**src/rtl/i2s_tx.sv**
```systemverilog
// I2S transmitter: one-entry hold register feeding a {left,right} shifter,
// bit clock divided from clk, standard one-bit-delayed I2S framing.
module i2s_tx #(
    parameter int DATA_WIDTH = 16,
    parameter int BCLK_DIV   = 4
) (
    input  logic                  clk,
    input  logic                  reset_n,
    input  logic                  en,
    input  logic                  in_valid,
    input  logic [DATA_WIDTH-1:0] in_left,
    input  logic [DATA_WIDTH-1:0] in_right,
    output logic                  in_ready,
    output logic                  bclk_o,
    output logic                  lrck_o,
    output logic                  sdata_o,
    output logic                  load_pulse,
    output logic [7:0]            underrun_cnt
);
    localparam int FW = 2 * DATA_WIDTH;
    localparam int KW = $clog2(FW);
    localparam logic [7:0]    DIV_MAX = 8'(BCLK_DIV - 1);
    localparam logic [KW-1:0] K_LAST  = KW'(FW - 1);
    localparam logic [KW-1:0] K_RIGHT = KW'(DATA_WIDTH);

    typedef enum logic {IDLE, RUN} state_t;

    state_t        state_q, state_d;
    logic [1:0]    rst_sync_q;
    logic [7:0]    div_q, div_d;
    logic          bclk_q, bclk_d;
    logic          lrck_q, lrck_d;
    logic [KW-1:0] k_q, k_d;
    logic [FW-1:0] shift_q, shift_d;
    logic [FW-1:0] prev_q, prev_d;
    logic [FW-1:0] hold_q, hold_d;
    logic          hold_full_q, hold_full_d;
    logic [7:0]    under_q, under_d;
    logic          tick, fall, load, accept;

    // Reset asserts everywhere at once; only the release is synchronized,
    // and it merely gates the IDLE->RUN transition.
    always_ff @(posedge clk or negedge reset_n) begin
        if (!reset_n) rst_sync_q <= 2'b00;
        else          rst_sync_q <= {rst_sync_q[0], 1'b1};
    end

    always_ff @(posedge clk or negedge reset_n) begin
        if (!reset_n) begin
            state_q     <= IDLE;
            div_q       <= '0;
            bclk_q      <= 1'b0;
            lrck_q      <= 1'b0;
            k_q         <= '0;
            shift_q     <= '0;
            prev_q      <= '0;
            hold_q      <= '0;
            hold_full_q <= 1'b0;
            under_q     <= '0;
        end else begin
            state_q     <= state_d;
            div_q       <= div_d;
            bclk_q      <= bclk_d;
            lrck_q      <= lrck_d;
            k_q         <= k_d;
            shift_q     <= shift_d;
            prev_q      <= prev_d;
            hold_q      <= hold_d;
            hold_full_q <= hold_full_d;
            under_q     <= under_d;
        end
    end

    always_comb begin
        state_d     = state_q;
        div_d       = div_q;
        bclk_d      = bclk_q;
        lrck_d      = lrck_q;
        k_d         = k_q;
        shift_d     = shift_q;
        prev_d      = prev_q;
        hold_d      = hold_q;
        hold_full_d = hold_full_q;
        under_d     = under_q;

        tick   = (state_q == RUN) && (div_q == DIV_MAX);
        fall   = tick && bclk_q;
        load   = fall && (k_q == '0);
        accept = in_valid && !hold_full_q;

        case (state_q)
            IDLE: if (en && rst_sync_q[1]) state_d = RUN;
            RUN: begin
                div_d = tick ? '0 : div_q + 8'd1;
                if (tick) bclk_d = !bclk_q;
                if (fall) begin
                    k_d     = (k_q == K_LAST) ? '0 : k_q + KW'(1);
                    lrck_d  = (k_d >= K_RIGHT);
                    shift_d = {shift_q[FW-2:0], 1'b0};
                    // Loading on the edge into k=1 gives the one-bit I2S delay.
                    if (load) begin
                        shift_d = hold_full_q ? hold_q : prev_q;
                        prev_d  = shift_d;
                    end
                    if (k_q == K_LAST && !en) begin
                        state_d = IDLE;
                        shift_d = '0;
                    end
                end
            end
            default: state_d = IDLE;
        endcase

        // A pair accepted on the load clk is not visible to that load.
        if (load && hold_full_q) hold_full_d = 1'b0;
        if (load && !hold_full_q && under_q != 8'hFF) under_d = under_q + 8'd1;
        if (accept) begin
            hold_full_d = 1'b1;
            hold_d      = {in_left, in_right};
        end
    end

    assign in_ready     = !hold_full_q;
    assign bclk_o       = bclk_q;
    assign lrck_o       = lrck_q;
    assign sdata_o      = shift_q[FW-1];
    assign load_pulse   = load;
    assign underrun_cnt = under_q;
endmodule

```
**config.mk**
```make
export PLATFORM = sky130hd
export DESIGN_NAME = i2s_tx
export DESIGN_NICKNAME = d
export VERILOG_FILES = /design/src/rtl/i2s_tx.sv
export SDC_FILE = /design/constraint.sdc
export NUM_CORES = 1
export LEC_CHECK = 0
export CORE_MARGIN = 4
export CORE_UTILIZATION = 33
export CTS_CLUSTER_SIZE = 40
export DETAILED_ROUTE_END_ITERATION = 16
export MAX_ROUTING_LAYER = met4
export SLEW_MARGIN = 10
export SYNTH_ARGS = -nofsm -noshare
export SYNTH_HDL_FRONTEND = slang
export SYNTH_SLANG_ARGS = --single-unit
```
**constraint.sdc**
```tcl
create_clock -name clk -period 4.15 [get_ports clk]
set_input_delay 1.0375 -clock clk [delete_from_list [all_inputs] [get_ports clk]]
set_output_delay 1.0375 -clock clk [all_outputs]
set_load 0.1 [all_outputs]
```
==> run summary, run 1 <==
Status: complete, no violations
Crit-path slowest cell: dfrtp_1
Share of cells above drive strength 1: 0.172
Number of synthesized flops with an enable pin: 0
Area of the core: 15900 um^2
Residual DRC: 0
CTS max path bufs: 2
Peak supply drop: 0.404 mV
Clk slew on worst S/H paths: 50 ps
Fin util: 0.412
Yosys Warn Count: 0
Net count after synthesis: 495
Dpl hpwl: 6.58 mm
# port buffers: 48
RSZ-0062 raised after global routing: no
Post-Syn Instances: 454
Lkg Pwr: 3.11 nW
Synthesis-stage register bit count: 122
Antenna viol nets, final: 0
Final-layout fill cell count: 1503
Max-slew violation count: 0
H-tree Lvls: 4
CP Launch Point: k_q[0]
Initial core utilization: 0.338
Setup TNS: 0 ps
Actual slew at the worst max-slew pin: 1030 ps
Initial antenna violation count: 0
Post-CTS Setup Repair Bufs: 0
Syn Area/Cell: 11.9 um^2
Num rows: 46
Die Y: 136 um
Max-cap violations: 0
CP most frequent cell: inv_1
Synth-to-layout area growth: 22.0%
Vias in the first global route: 3460
Routed len/inst: 14.1 um
Top cells by area, synth: dfrtp_1 57%, mux2_2 9.6%, mux2i_1 5.9%, mux2_1 4.2%, o21ai_0 3.3%
Crit path max-delay family: simple AND/OR/NAND/NOR gates
Crit. End Element: output port
GPL Wtd Cong: 0.729
1st-iter DRT viols: 193
CP Capture Point: load_pulse
Pre-antenna DRT Iters: 4
Async set-reset flop share out of synthesis: 1.00
Max incr delay on CP: 420 ps
Sink Count: 122
Aggregate global routing overflow: 0
Layout Skew: 8.12 ps
CTS tree: done
Netlist cell types: 37
Crit Path Class: register to output port
CP max FO: 10
Via count: 3440
Total GRT Usage: 0.123
# setup viols final: 0
Final nets: 543
Post-Synthesis Cell Area: 5390 um^2
DRT Wirelength: 10.2 mm
Die area: 18400 um^2
HP Class: register to register
Critical-path cell list: inv_1 > ha_1 > nor4b_2 > nand4_1 > inv_1 > buf_4
Worst relative slew slack: 0.312
Chip width: 136 um
Synth top area share: 0.567
Total CTS buffers: 17
Ys flop type: dfrtp_1
Largest net degree at the start of global routing: 76
Startpoint types: register
Reg2Reg Depth: 6
Fin. Hold Viols: 0
Minimum clock period after layout: 3270 ps
Clk Tree Root Cell: clkbuf_16
Vias per cell: 4.73
R2R Setup Slk: 1490 ps
Pwr/cell area: 669 nW/um^2
FF-to-FF Start: div_q[0]
Io pins: 49
Bufs and invs on worst path: 3
Final period utilization: 0.788
Max Clk Rate: 0.306 GHz
Post-cts sizing count: 0
CTS hold repair buffers: 0
Latest clock arrival within the worst-skew pair: 410 ps
Reg-to-reg endpoint: prev_q[17]
Commonest cells in the netlist: 122 x dfrtp_1, 46 x mux2_2, 42 x nand2_1
First-pass GRT wire length: 17.3 mm
ANT cells: 0
Synth area leader: dfrtp_1
Worst Path Arrival: 2230 ps
WP data required: 3110 ps
Post-synthesis sequential area ratio: 0.567
Cell depth of the worst setup path: 6
Most numerous cell in the Yosys netlist: dfrtp_1
==> metal layers <==
metal,wire [um],GRT usage
met5,0,-
met2,4790,0.183
met3,419,0.0412
met1,4860,0.159
met4,142,0.0420
==> cell type report <==
class                           instances  area [um^2]  area share
Clock inverter                          4         20.0     0.00305
Multi-Input combinational cell        302         2190       0.334
Tap cell                              216          270      0.0411
Sequential cell                       122         3050       0.465
Clock buffer                           24          482      0.0733
Inverter                                4         15.0     0.00228
Timing Repair Buffer                   55          538      0.0819
==> cells by family (layout without fill, tap and decap cells) <==
logic type	count (synthesis)	after routing	synth area share
DFF	122	122	0.567
and+or+nand+nor	108	108	0.100
muxes	98	98	0.197
AOI/OAI and AO/OA	81	81	0.0811
buffers and inverters	30	87	0.0274
xor gates and xnor gates	9	9	0.0146
adders and majority gates	5	5	0.0116
other	1	1	0.000696
==> where the power goes <==
group          switching, W  leakage, nW  internal (W)
sequential         0.000362         1.50       0.00168
combinational      0.000528         1.36      0.000570
clock              0.000471        0.251      0.000790
==> worst min-delay path by stage <==
stage / start / to / slack, ps / cells past startpoint
detailed placement: rst_sync_q[0] / rst_sync_q[1] / 360 / 0
finish: rst_sync_q[0] / rst_sync_q[1] / 360 / 0
floorplan: rst_sync_q[0] / rst_sync_q[1] / 330 / 0
global route: rst_sync_q[0] / rst_sync_q[1] / 380 / 0
global placement: rst_sync_q[0] / rst_sync_q[1] / 340 / 0
CTS: rst_sync_q[0] / rst_sync_q[1] / 370 / 0
==> stage by stage <==
stage	setup WS, ps	std cells	hold WS (ps)	area (um^2)	power [W]
after global placement	1240	699	336	6070	0.00311
after detailed placement	1160	699	357	6070	0.00318
final	880	727	360	6570	0.00440
after global routing	690	727	377	6570	0.00471
after CTS	843	727	369	6570	0.00447
after floorplan	940	454	331	5390	0.00284
==> sequential cells by signal, summed over array words and instances, names as in the netlist, 2 cells and up <==
name	flops
div_q	8
hold_q	32
k_q	4
prev_q	32
rst_sync_q	2
shift_q	32
underrun_cnt	8
==> cells in the final DEF, fill, tap and decap left out, drive strengths merged, types with 2 or more instances in the layout <==
| master | n |
|---|---|
| o21ai | 36 |
| nand4 | 5 |
| a21oi | 35 |
| buf | 10 |
| mux2 | 66 |
| inv | 4 |
| mux2i | 32 |
| nand3 | 2 |
| nand2 | 42 |
| xnor2 | 5 |
| ha | 5 |
| or4b | 2 |
| and4bb | 2 |
| clkdlybuf4s50 | 45 |
| dfrtp | 122 |
| clkbuf | 24 |
| nor2b | 5 |
| nor4 | 2 |
| xor2 | 4 |
| a31oi | 5 |
| clkinv | 4 |
| and4 | 4 |
| nor2 | 34 |
| a21o | 2 |
| and3 | 5 |
Power figures use the tool's default switching activity.
==> run 2: changes to the inputs <==
==> constraint.sdc (replaced) <==
create_clock -name clk -period 3.1 [get_ports clk]
set_input_delay 0.775 -clock clk [delete_from_list [all_inputs] [get_ports clk]]
set_output_delay 0.775 -clock clk [all_outputs]
set_load 0.1 [all_outputs]
==> run summary, run 2 (synthesis results as in run 1) <==
Total GRT Usage: 0.129 (was 0.123)
Layout Cells excl Fill: 734 (was 727)
Pwr/cell area: 911 nW/um^2 (was 669 nW/um^2)
1st-iter DRT viols: 218 (was 193)
Final nets: 547 (was 543)
Max-cap violations: 0 (unchanged)
Total power: 0.00608 W (was 0.00440 W)
Minimum clock period after layout: 2640 ps
First-pass GRT wire length: 18.2 mm (was 17.3 mm)
CP Capture Point: load_pulse (unchanged)
Layout Skew: 7.62 ps (was 8.12 ps)
FF-to-FF Start: k_q[0] (was div_q[0])
Actual slew at the worst max-slew pin: 582 ps (was 1030 ps)
CP max FO: 6 (was 10)
Post-cts sizing count: 0 (unchanged)
Final period utilization: 0.852
Vias in the first global route: 3709 (was 3460)
Share of cells above drive strength 1: 0.208 (was 0.172)
CTS tree: done (unchanged)
H-tree Lvls: 4 (unchanged)
Most frequent cells in the layout: 121 x dfrtp_1, 46 x mux2_2, 42 x nand2_1 (was 121 x dfrtp_1, 46 x mux2_2, 45 x clkdlybuf4s50_1)
R2R Setup Slk: 810 ps (was 1490 ps)
Routed len/inst: 14.2 um (was 14.1 um)
Lkg Pwr: 3.19 nW (was 3.11 nW)
Post-placement cell count: 702 (was 699)
Minimum hold slack: 274 ps (was 360 ps)
Via count: 3588 (was 3440)
Chip width: 136 um (unchanged)
Setup TNS: 0 ps (unchanged)
Latest clock arrival within the worst-skew pair: 410 ps (about the same)
RSZ-0062 raised after global routing: no (unchanged)
Clk Tree Root Cell: clkbuf_16 (unchanged)
Total CTS buffers: 17 (unchanged)
Area of the core: 15900 um^2 (unchanged)
Die Y: 136 um (unchanged)
Most common cell after layout, fill and taps aside: dfrtp_1 (unchanged)
Pre-antenna DRT Iters: 4 (unchanged)
Fin. Hold Viols: 0 (unchanged)
CTS max path bufs: 2 (unchanged)
GPL Wtd Cong: 0.727 (was 0.729)
Max Clk Rate: 0.379 GHz
Sink Count: 122 (unchanged)
Startpoint types: register (unchanged)
Synth-to-layout area growth: 24.0% (was 22.0%)
Clk slew on worst S/H paths: 50 ps (about the same)
Max-slew violation count: 0 (unchanged)
Residual DRC: 0 (unchanged)
Antenna viol nets, final: 0 (unchanged)
Regs by FF count: hold_q (32), prev_q (32), shift_q (32) (unchanged)
Reg2Reg Depth: 7 (was 6)
Largest net degree at the start of global routing: 55 (was 76)
# port buffers: 48 (unchanged)
WP data required: 2320 ps (was 3110 ps)
Worst Path Arrival: 1870 ps (was 2230 ps)
Aggregate global routing overflow: 0 (unchanged)
Initial core utilization: 0.338 (unchanged)
Worst relative slew slack: 0.612 (was 0.312)
Crit. End Element: output port (unchanged)
Num rows: 46 (unchanged)
Peak supply drop: 0.484 mV (was 0.404 mV)
Die area: 18400 um^2 (unchanged)
# setup viols final: 0 (unchanged)
HP Class: input pin to asynchronous set/reset pin (was register to register)
DRT Wirelength: 10.5 mm (was 10.2 mm)
CP Launch Point: div_q[0] (was k_q[0])
Crit Path Class: register to output port (unchanged)
ANT cells: 0 (unchanged)
Io pins: 49 (unchanged)
Vias per cell: 4.89 (was 4.73)
Final-layout fill cell count: 1494 (was 1503)
Reg-to-reg endpoint: shift_q[17] (was prev_q[17])
Status: complete, no violations (unchanged)
Dpl hpwl: 6.86 mm (was 6.58 mm)
Initial antenna violation count: 0 (unchanged)
Fin util: 0.419 (was 0.412)
run 2: worst max-delay path, cell delays in order (launching register included):
cell and delay [ps]:
dfrtp_1 440, ha_1 250, and4bb_1 280, nand4_1 160, inv_1 150, buf_12 180
run 2: timing repair:
action | 4_1_cts | 5_1_grt
buffers inserted | 0 | 1
hold buffers | 0 | 0
endpoints found under the setup margin | 0 | 1
run 2: area by class of cell:
type                       count  area (um^2)  area share
multi-input combinational    302         2190       0.328
clock buffer                  24          502      0.0751
clock inverter                 7         65.1     0.00975
inverter                       4         15.0     0.00225
tap                          216          270      0.0405
timing repair buffer          59          578      0.0866
sequential                   122         3050       0.457
run 2: how the worst min path moves through the flow:
stage / depth (start not counted) / endpoint / from
3_3_place_gp: 0 / rst_sync_q[1] / rst_sync_q[0]
5_1_grt: 1 / div_q[4] / reset_n
4_1_cts: 1 / shift_q[0] / reset_n
2_1_floorplan: 0 / rst_sync_q[1] / rst_sync_q[0]
3_5_place_dp: 0 / rst_sync_q[1] / rst_sync_q[0]
6_report: 1 / underrun_cnt[0] / reset_n
run 2: through the flow:
stage	area (um^2)	setup slack (ps)
final	6680	459
after global routing	6680	330
after CTS	6670	170
after detailed placement	6100	635
after global placement	6100	673
after floorplan	5390	153
run 2: power by group:
group	switching, W	internal [W]
Clock	0.000666	0.00120
Sequential	0.000473	0.00225
Combinational	0.000735	0.000764
Total	0.00187	0.00421
run 2: per-layer routing:
layer / global-route usage / wire [um] / share of wire
met5: - / 0 / 0
met4: 0.0515 / 173 / 0.017
met3: 0.0409 / 431 / 0.041
met2: 0.194 / 5000 / 0.48
met1: 0.161 / 4850 / 0.46
